File: src/rtl/trigger_serial_pattern.sv
// rtl/trigger_serial_pattern.sv - 8N1 serial byte-pattern trigger generator
//
// Watches one target IO line, decodes 8N1 frames at a programmable bit
// period and raises a one-cycle trigger when the newest received bytes match
// a masked pattern of 1-8 bytes.
//
// Ports:
//   clk            system and register clock, rising edge
//   reset_n        asynchronous active-low reset
//   reg_address    register address (41 CFG, 42 PATTERN, 43 STATUS)
//   reg_bytecnt    byte index within a multi-byte register
//   reg_datai      write data
//   reg_datao      registered read data, 0 when not selected
//   reg_read       read strobe
//   reg_write      write strobe
//   reg_addrvalid  address-valid flag
//   reg_hypaddress address for the register length query
//   reg_hyplen     combinational register length for reg_hypaddress
//   io_line_i      asynchronous serial input from the target
//   trigger_o      registered one-cycle match pulse

module trigger_serial_pattern #(
    parameter int DIV_RESET = 64
) (
    input  logic        clk,
    input  logic        reset_n,
    input  logic [5:0]  reg_address,
    input  logic [15:0] reg_bytecnt,
    input  logic [7:0]  reg_datai,
    output logic [7:0]  reg_datao,
    input  logic        reg_read,
    input  logic        reg_write,
    input  logic        reg_addrvalid,
    input  logic [5:0]  reg_hypaddress,
    output logic [15:0] reg_hyplen,
    input  logic        io_line_i,
    output logic        trigger_o
);

    localparam logic [5:0] ADDR_CFG    = 6'd41;
    localparam logic [5:0] ADDR_PAT    = 6'd42;
    localparam logic [5:0] ADDR_STATUS = 6'd43;

    typedef enum logic [1:0] {
        ST_IDLE,
        ST_START,
        ST_DATA,
        ST_STOP
    } rx_state_t;

    // Configuration and status storage
    logic [15:0] div_q;
    logic [7:0]  len_q;
    logic [7:0]  ctl_q;
    logic [7:0]  pat_q [16];
    logic [7:0]  err_q;

    // Receiver state
    rx_state_t   state;
    logic [15:0] cnt;
    logic [2:0]  bitn;
    logic [7:0]  shreg;
    logic        armed;
    logic [7:0]  hist [8];
    logic [3:0]  hcnt;

    logic        sync1, sync2, s;
    logic        wr_en, cfg_wr, stat_clr;
    logic        en, inv;
    logic [15:0] n_eff, n_m1, half_m1;
    logic [3:0]  l_eff, hcnt_next;
    logic        stop_tick;
    logic        match;
    logic [7:0]  new_h [8];
    logic [3:0]  idx;
    logic [7:0]  rd_byte;

    // Read data depends only on the address, so the read strobe carries no
    // information for this block.
    logic unused_read;
    assign unused_read = reg_read;

    assign wr_en    = reg_write & reg_addrvalid;
    assign cfg_wr   = wr_en && (reg_address == ADDR_CFG) && (reg_bytecnt < 16'd4);
    assign stat_clr = wr_en && (reg_address == ADDR_STATUS) && (reg_bytecnt == 16'd0);

    assign en  = ctl_q[0];
    assign inv = ctl_q[1];

    assign n_eff   = (div_q < 16'd4) ? 16'd4 : div_q;
    assign n_m1    = n_eff - 16'd1;
    assign half_m1 = (n_eff >> 1) - 16'd1;

    assign l_eff     = (len_q[3:0] == 4'd0) ? 4'd1 :
                       (len_q[3:0] > 4'd8)  ? 4'd8 : len_q[3:0];
    assign hcnt_next = (hcnt == 4'd8) ? 4'd8 : hcnt + 4'd1;

    assign s = sync2 ^ inv;

    // Stop-bit sample cycle; shared by the FSM and the error counter so both
    // see exactly the same decision.
    assign stop_tick = en && !cfg_wr && (state == ST_STOP) && (cnt == n_m1);

    always_comb begin
        reg_hyplen = 16'd0;
        case (reg_hypaddress)
            ADDR_CFG:    reg_hyplen = 16'd4;
            ADDR_PAT:    reg_hyplen = 16'd16;
            ADDR_STATUS: reg_hyplen = 16'd1;
            default:     reg_hyplen = 16'd0;
        endcase
    end

    // Compare against the history as it will be after this push: H0 is the
    // byte just received, and P[0] lines up with the oldest byte of the window.
    always_comb begin
        new_h[0] = shreg;
        for (int i = 1; i < 8; i++) begin
            new_h[i] = hist[i-1];
        end
        idx   = 4'd0;
        match = (hcnt_next >= l_eff);
        for (int k = 0; k < 8; k++) begin
            if (4'(k) < l_eff) begin
                idx = l_eff - 4'(k) - 4'd1;
                if (((new_h[idx[2:0]] ^ pat_q[k]) & pat_q[k+8]) != 8'h00) begin
                    match = 1'b0;
                end
            end
        end
    end

    always_comb begin
        rd_byte = 8'h00;
        case (reg_address)
            ADDR_CFG: begin
                case (reg_bytecnt)
                    16'd0:   rd_byte = div_q[7:0];
                    16'd1:   rd_byte = div_q[15:8];
                    16'd2:   rd_byte = len_q;
                    16'd3:   rd_byte = ctl_q;
                    default: rd_byte = 8'h00;
                endcase
            end
            ADDR_PAT: begin
                if (reg_bytecnt < 16'd16) begin
                    rd_byte = pat_q[reg_bytecnt[3:0]];
                end
            end
            ADDR_STATUS: begin
                if (reg_bytecnt == 16'd0) begin
                    rd_byte = err_q;
                end
            end
            default: rd_byte = 8'h00;
        endcase
    end

    always_ff @(posedge clk or negedge reset_n) begin
        if (!reset_n) begin
            reg_datao <= 8'h00;
        end else begin
            reg_datao <= reg_addrvalid ? rd_byte : 8'h00;
        end
    end

    always_ff @(posedge clk or negedge reset_n) begin
        if (!reset_n) begin
            div_q <= 16'(DIV_RESET);
            len_q <= 8'h01;
            ctl_q <= 8'h00;
            for (int k = 0; k < 16; k++) begin
                pat_q[k] <= 8'h00;
            end
        end else if (wr_en) begin
            if (reg_address == ADDR_CFG) begin
                case (reg_bytecnt)
                    16'd0:   div_q[7:0]  <= reg_datai;
                    16'd1:   div_q[15:8] <= reg_datai;
                    16'd2:   len_q       <= reg_datai;
                    16'd3:   ctl_q       <= reg_datai;
                    default: ;
                endcase
            end else if ((reg_address == ADDR_PAT) && (reg_bytecnt < 16'd16)) begin
                pat_q[reg_bytecnt[3:0]] <= reg_datai;
            end
        end
    end

    // Synchronizer resets to the idle level so no false start bit is seen.
    always_ff @(posedge clk or negedge reset_n) begin
        if (!reset_n) begin
            sync1 <= 1'b1;
            sync2 <= 1'b1;
        end else begin
            sync1 <= io_line_i;
            sync2 <= sync1;
        end
    end

    always_ff @(posedge clk or negedge reset_n) begin
        if (!reset_n) begin
            err_q <= 8'h00;
        end else if (stat_clr) begin
            err_q <= 8'h00;
        end else if (stop_tick && !s && (err_q != 8'hFF)) begin
            err_q <= err_q + 8'h01;
        end
    end

    // Receiver. `armed` means the line has been seen idle since the last
    // framing error or abort, so a low level is a genuine start bit.
    // cnt counts cycles since the start-bit detection cycle (that cycle is 0),
    // so the start-bit centre is at cnt == N/2-1 and each later sample is N
    // cycles after the previous one.
    always_ff @(posedge clk or negedge reset_n) begin
        if (!reset_n) begin
            state     <= ST_IDLE;
            cnt       <= 16'd0;
            bitn      <= 3'd0;
            shreg     <= 8'h00;
            armed     <= 1'b0;
            hcnt      <= 4'd0;
            trigger_o <= 1'b0;
            for (int i = 0; i < 8; i++) begin
                hist[i] <= 8'h00;
            end
        end else if (!en) begin
            state     <= ST_IDLE;
            cnt       <= 16'd0;
            bitn      <= 3'd0;
            armed     <= 1'b0;
            hcnt      <= 4'd0;
            trigger_o <= 1'b0;
            for (int i = 0; i < 8; i++) begin
                hist[i] <= 8'h00;
            end
        end else begin
            trigger_o <= 1'b0;
            if (cfg_wr) begin
                state <= ST_IDLE;
                armed <= 1'b0;
            end else begin
                case (state)
                    ST_IDLE: begin
                        if (!armed) begin
                            if (s) begin
                                armed <= 1'b1;
                            end
                        end else if (!s) begin
                            state <= ST_START;
                            cnt   <= 16'd1;
                        end
                    end
                    ST_START: begin
                        if (cnt == half_m1) begin
                            cnt  <= 16'd0;
                            bitn <= 3'd0;
                            state <= s ? ST_IDLE : ST_DATA;
                        end else begin
                            cnt <= cnt + 16'd1;
                        end
                    end
                    ST_DATA: begin
                        if (cnt == n_m1) begin
                            cnt   <= 16'd0;
                            shreg <= {s, shreg[7:1]};
                            bitn  <= bitn + 3'd1;
                            if (bitn == 3'd7) begin
                                state <= ST_STOP;
                            end
                        end else begin
                            cnt <= cnt + 16'd1;
                        end
                    end
                    ST_STOP: begin
                        if (cnt == n_m1) begin
                            cnt   <= 16'd0;
                            state <= ST_IDLE;
                            if (s) begin
                                armed <= 1'b1;
                                for (int i = 0; i < 8; i++) begin
                                    hist[i] <= new_h[i];
                                end
                                hcnt      <= hcnt_next;
                                trigger_o <= match;
                            end else begin
                                armed <= 1'b0;
                            end
                        end else begin
                            cnt <= cnt + 16'd1;
                        end
                    end
                    default: state <= ST_IDLE;
                endcase
            end
        end
    end

endmodule
File: config.mk
export PLATFORM = sky130hd
export DESIGN_NAME = trigger_serial_pattern
export DESIGN_NICKNAME = d
export VERILOG_FILES = /design/src/rtl/trigger_serial_pattern.sv
export SDC_FILE = /design/constraint.sdc
export NUM_CORES = 1
export LEC_CHECK = 0
export CORE_MARGIN = 2
export CORE_UTILIZATION = 55
export CTS_BUF_LIST = sky130_fd_sc_hd__clkbuf_4
export DETAILED_ROUTE_END_ITERATION = 16
export HOLD_SLACK_MARGIN = 0.15
export PLACE_DENSITY_LB_ADDON = 0.2
export SKIP_LAST_GASP = 1
export SLEW_MARGIN = 40
export SYNTH_ARGS = -nofsm -noshare
export SYNTH_HDL_FRONTEND = slang
export SYNTH_SLANG_ARGS = --single-unit
File: constraint.sdc
create_clock -name clk -period 4.7 [get_ports clk]
set_clock_uncertainty 0.05 [all_clocks]
set_input_delay 0.94 -clock clk [delete_from_list [all_inputs] [get_ports clk]]
set_output_delay 0.94 -clock clk [all_outputs]
set_load 0.01 [all_outputs]
==> impl_metrics.toml, run 1 <==
[outcome]
run_status = "finished clean"

[yosys]
netlist_area_mm2 = 0.0176
synth_edf_count = 0
post_synth_num_cell_types = 82
avgSynthCellArea_um2 = 10.7
seq_area_frac_synth_pct = 38.4
yosysWarnings = 0
synth_flop_cell = "dfrtp_1"
synth_seq_cells = 269
async_flop_share_pct = 100
netlist_instances = 1647

[clocking]
path_clk_slew_ns = 0.07
htreeDepth = 3
cts.path.max_buffers = 3
clockRootBuffer = "clkbuf_4"
clk_latency_ns = 0.73
clock-sinks = 269
cts_tree = "yes"
numCtsBuffers = 75
holdBufCountCts = 0

[worst_setup_path]
start_kind = "flop"
path_cells = "or4_1 -> nor4_2 -> nor2_1 -> ha_1 -> or3b_2 -> nor4_2 -> buf_4 -> a221o_1 -> nand2_1 -> a31oi_1 -> or4b_4 -> nor3_4 -> o2111ai_1 -> a2111o_1 -> a211oi_1 -> buf_4"
cp_max_fo = 5
cp_slowest_cell = "or4_1"
required_ns = 5.30
crit_family = "simple AND/OR/NAND/NOR gates"
worstSetupPathType = "flop to flop"
end_kind = "flop"
path_buf_inv = 2
max_stage_delay_ns = 0.63
critical_path_arrival_ns = 5.12

[sta]
min_period_ns = 4.52
fmax_mhz = 221
hold_viol = 0
holdWs_ns = 0.186
rsz0062_at_grt = "false"
maxSlewHeadroom_pct = 40.0
setup_viol = 0
finalSetupTns_ns = 0
report.final.slew_viol_count = 0
finalCritPeriodShare_pct = 96.2
tightest_slew_ns = 0.897
setup_ws_ns = 0.181

[floorplan]
dieArea_mm2 = 0.0334
ios = 67
start_util_pct = 55.8
die_w_um = 183
core_mm2 = 0.0315
row_count = 65
dieHeight_um = 183

[pwr]
p_seq_share_pct = 49.5
p_comb_share_pct = 3.6
powerDensity_mw_per_mm2 = 236
swShare_pct = 24.5
p_leak_nw = 9.16
switchingPower_mw = 1.15
p_clk_share_pct = 47.0
internal-power_mw = 3.54
vdd_drop_max_mv = 0.222

[grt]
overflow = 0
grt_pass1_vias = 14900
grt.total_usage_pct = 34.3
antenna_found_initial = 1
grt_max_degree = 98
grt_pass1_wl_um = 87600

[layout]
final_cell_mix = "263 x dfrtp_1, 182 x mux2_2, 114 x clkbuf_4, 95 x buf_4, 88 x nand2_1"
final_common_cell = "dfrtp_1"
multi_input_area_mm2 = 0.0102
final_cells = 2200
nets = 1798
area_growth_syn_to_layout_pct = 13.1
fillers = 2531
regArea_mm2 = 0.00674
layout-drive-gt1-share_pct = 28.8

[routing]
route.detailed.drc = 0
routedWlPerCell_um = 25.7
drt-total-wl_um = 56600
vias_per_cell = 6.90
vias = 15200
drt_iter0_drc = 1908
firstDrtPassIters = 8
ant_nets = 0

[job]
cap_violations = 0

[placed_design]
portBuffers = 52
gp_congestion = 0.990
dp_hpwl_um = 40800
place_inst = 2063
pre_cts_slack_ns = 0.00113

[min_path]
min_path_type = "input port to asynchronous set/reset pin"
## synthesized netlist by cell type, drive strengths merged (17+ instances only)
master / count / area (µm²)
nand3: 39 / 195
nand2: 89 / 334
o21ai: 68 / 340
dfrtp: 265 / 6630
nor3: 24 / 131
ha: 17 / 213
xor2: 79 / 692
a22oi: 27 / 203
mux2i: 46 / 460
mux2: 182 / 2050
mux4: 62 / 1400
inv: 23 / 86.3
a222oi: 21 / 210
a21oi: 46 / 230
nor2: 78 / 293
and3: 27 / 169
clkbuf: 112 / 420
xnor2: 51 / 447
a22o: 62 / 543
buf: 37 / 195
## worst reg2reg max path: stages, from the launching register on
cell	delay [ns]
dfrtp_1	0.38
or4_1	0.63
nor4_2	0.36
nor2_1	0.11
ha_1	0.21
or3b_2	0.27
nor4_2	0.07
buf_4	0.15
a221o_1	0.34
nand2_1	0.06
a31oi_1	0.04
or4b_4	0.59
nor3_4	0.35
o2111ai_1	0.17
a2111o_1	0.31
a211oi_1	0.21
buf_4	0.16
## routing by layer
metal  vias to the layer above  GRT usage [%]  routed length, µm
li1                       6470              -                  -
met1                      7589           44.1              21900
met2                       899           53.6              25600
met3                       219           7.92               5390
met4                         0           19.9               3750
met5                         -              0                  0
## registers in the layout, summed over array words and instances (netlist names), 2 cells and up
register	count
hcnt	4
state	2
shreg	8
len_q	8
pat_q	128
div_q	16
err_q	8
ctl_q	8
cnt	16
hist	56
bitn	3
reg_datao	8
## logic make-up (layout without fill, tap and decap cells)
logic type / count (synthesis) / count (layout) / share of synthesized area [%]
AO/OA/AOI/OAI: 389 / 389 / 16.5
AND/OR/NAND/NOR: 377 / 377 / 11.1
multiplexers: 290 / 290 / 22.2
flip-flops: 269 / 269 / 38.4
buffers and inverters: 174 / 312 / 4.04
XOR/XNOR: 130 / 130 / 6.48
adder cells (fa/ha/maj): 17 / 17 / 1.21
other: 1 / 14 / 0.0213
## through the flow
step                      area, µm²  total power, mW  util (%)
after floorplan               17600             2.43         -
after global placement        18800             2.53      59.9
after detailed placement      18800             2.53      59.8
after CTS                     19800             4.73      62.9
after global routing          19900             4.86      63.1
final                         19900             4.68      63.1
## power by group through the flow
stage | clock, mW | sequential (mW) | combinational, mW
floorplan | 0 | 2.36 | 0.0689
global placement | 0 | 2.36 | 0.170
detailed placement | 0 | 2.36 | 0.170
CTS | 2.24 | 2.32 | 0.170
global route | 2.36 | 2.32 | 0.183
finish | 2.20 | 2.32 | 0.167
## worst paths after layout
check                           from        end  slack [ns]  cells past startpoint
max                        div_q[10]  trigger_o        0.18                     16
min                          reset_n    cnt[10]        0.19                      1
max reg2reg                div_q[10]  trigger_o        0.18                     16
min reg2reg                    sync1      sync2        0.31                      0
max in group asynchronous    reset_n  pat_q[35]        3.33                      2
min in group clk               sync1      sync2        0.31                      0
## final cells by class
type	instances	area share [%]
Multi-Input combinational cell	1216	51.5
Clock inverter	21	0.630
Timing Repair Buffer	152	6.59
Inverter	25	0.473
Antenna cell	1	0.0126
Clock buffer	114	4.31
Sequential cell	269	33.9
Tap cell	402	2.53
## what timing repair did
action | CTS | global route
cloned | 0 | 0
buffers inserted | 1 | 0
endpoints found under the hold margin | 0 | 0
endpoints found under the setup margin | 4 | 94
resized for setup | 0 | 14
pin swaps | 1 | 1
(Power assumes the default switching activity.)
==> run 2: changes to the inputs <==
--- a/config.mk
+++ b/config.mk
@@ -5,7 +5,8 @@
 export SDC_FILE = /design/constraint.sdc
 export NUM_CORES = 1
 export LEC_CHECK = 0
-export CORE_MARGIN = 2
+export CAP_MARGIN = 0
+export CORE_MARGIN = 5
 export CORE_UTILIZATION = 55
 export CTS_BUF_LIST = sky130_fd_sc_hd__clkbuf_4
 export DETAILED_ROUTE_END_ITERATION = 16
==> impl_metrics.toml, run 2 (same netlist as run 1, synthesis figures left out) <==
[outcome]
run_status = "finished clean"

[routing]
ant_nets = 0
routedWlPerCell_um = 26.3
route.detailed.drc = 0
drt-total-wl_um = 58000
vias_per_cell = 6.85
vias = 15100
drt_iter0_drc = 1720
firstDrtPassIters = 9

[grt]
grt.total_usage_pct = 32.4
grt_max_degree = 68
grtUsageMet2_pct = 49.3
use_met3_pct = 7.97
grtUsageMet1_pct = 43.0
antenna_found_initial = 2
grt_pass1_wl_um = 90400
grt_pass1_vias = 14900
overflow = 0
gr-max-usage-layer = "met2"

[floorplan]
dieArea_mm2 = 0.0356
start_util_pct = 55.7
die_w_um = 189
core_mm2 = 0.0316
dieHeight_um = 189
ios = 67
row_count = 65

[placed_design]
portBuffers = 52
gp_congestion = 1.03
dp_hpwl_um = 41800
place_area_mm2 = 0.0189

[pwr]
p_leak_nw = 9.13
internal-power_mw = 3.43
p_comb_share_pct = 3.8
vdd_drop_max_mv = 0.228
powerDensity_mw_per_mm2 = 230
swShare_pct = 24.8
p_seq_share_pct = 50.7
p_clk_share_pct = 45.5
switchingPower_mw = 1.13

[clocking]
clk_latency_ns = 0.74
clock-sinks = 269
numCtsBuffers = 72
htreeDepth = 3
path_clk_slew_ns = 0.06
cts_tree = "yes"
cts.path.max_buffers = 3
clockRootBuffer = "clkbuf_4"

[job]
cap_violations = 0

[layout]
layout-drive-gt1-share_pct = 28.2
largest_reg_flops = 128
nets = 1803
fillers = 2631
final_common_cell = "dfrtp_1"
regMostFlops = "pat_q"
design_area_mm2 = 0.0198
area_growth_syn_to_layout_pct = 12.8
final_cell_mix = "263 x dfrtp_1, 182 x mux2_2, 104 x buf_4, 103 x clkbuf_4, 89 x nand2_1"
reg_top3 = "pat_q x128, hist x56"

[sta]
min_period_ns = 4.53
rsz0062_at_grt = "false"
report.final.slew_viol_count = 0
tightest_slew_ns = 0.838
setup_viol = 0
maxSlewHeadroom_pct = 43.7
finalSetupTns_ns = 0
hold_viol = 0
finalCritPeriodShare_pct = 96.5
fmax_mhz = 221

[worst_setup_path]
r2r_cells = 16
critical_path_arrival_ns = 5.13
required_ns = 5.30
start_kind = "flop"
end_kind = "flop"
cp_max_fo = 4
r2r-start = "div_q[10]"
r2r-end = "trigger_o"
worstSetupPathType = "flop to flop"
r2r_setup_slack_ns = 0.17

[min_path]
min_to = "sync2"
min_path_type = "flop to flop"
min_from = "sync1"
whs_path_depth = 0
-- run 2: cell count changes in the layout (fill, tap and decap cells not counted), sizes merged --
cell | before | now
buf | 110 | 118
clkdlybuf4s50 | 42 | 41
diode | 1 | 2
clkbuf | 114 | 103
dlygate4sd3 | 0 | 1
clkinvlp | 4 | 1
clkinv | 17 | 22
-- run 2: how the worst max path moves through the flow --
stage | from | endpoint | slack [ns] | cells past startpoint
2_1_floorplan | div_q[7] | cnt[15] | 0.01 | 17
3_3_place_gp | div_q[7] | trigger_o | 0.05 | 14
3_5_place_dp | div_q[7] | trigger_o | -0.02 | 17
4_1_cts | div_q[7] | trigger_o | 0.05 | 17
5_1_grt | div_q[15] | trigger_o | 0.02 | 15
6_report | div_q[10] | trigger_o | 0.17 | 16
-- run 2: final cells by class --
class                   count  area (µm²)  share of cell area (%)
repair buffers            160        1360                    6.88
diodes                      2        5.00                  0.0253
multi-input cells        1216       10200                    51.6
clock buffers             103         773                    3.90
inverters                  25        93.8                   0.473
flip-flops and latches    269        6740                    34.0
clock inverters            23         121                   0.612
well taps                 402         503                    2.54
-- run 2: layer usage --
| layer | routed length (µm) | up-vias |
|---|---|---|
| met4 | 3590 | 0 |
| met5 | 0 | - |
| li1 | - | 6480 |
| met3 | 6000 | 203 |
| met2 | 25800 | 886 |
| met1 | 22600 | 7496 |
-- run 2: worst max-delay path, cell delays in order, from the launching register on --
cell	delay (ns)
dfrtp_1	0.37
or4_1	0.62
nor4_2	0.37
nor2_1	0.11
ha_1	0.21
or3b_2	0.25
buf_4	0.13
o31ai_1	0.06
a2111oi_0	0.42
a31oi_1	0.10
a21oi_1	0.13
or4b_4	0.52
nor3_4	0.26
o2111ai_1	0.18
a2111o_1	0.30
a211oi_1	0.23
buf_4	0.16
-- run 2: power groups by stage --
stage | Sequential, mW | Clock, mW | Combinational [mW]
final | 2.32 | 2.08 | 0.173
after global routing | 2.31 | 2.25 | 0.188
after CTS | 2.32 | 2.13 | 0.175
after detailed placement | 2.36 | 0 | 0.173
after global placement | 2.36 | 0 | 0.171
after floorplan | 2.36 | 0 | 0.0689
-- run 2: through the flow --
step / hold WS (ns) / cells / utilization [%] / setup WS, ns / total power, mW
5_1_grt: 0.317 / 2199 / 62.8 / 0.0230 / 4.76
2_1_floorplan: 0.295 / 1659 / - / 0.0126 / 2.43
6_report: 0.311 / 2200 / 62.8 / 0.166 / 4.57
4_1_cts: 0.310 / 2198 / 62.7 / 0.0494 / 4.62
3_3_place_gp: 0.301 / 2070 / 59.8 / 0.0506 / 2.53
3_5_place_dp: 0.298 / 2071 / 59.8 / -0.0161 / 2.53
-- run 2: repair_timing --
item / CTS / global route
pin swaps: 0 / 1
hold buffers: 1 / 0
setup buffers: 0 / 0
hold endpoints to repair: 52 / 0
setup endpoints to repair: 1 / 15
gates resized for setup: 1 / 8
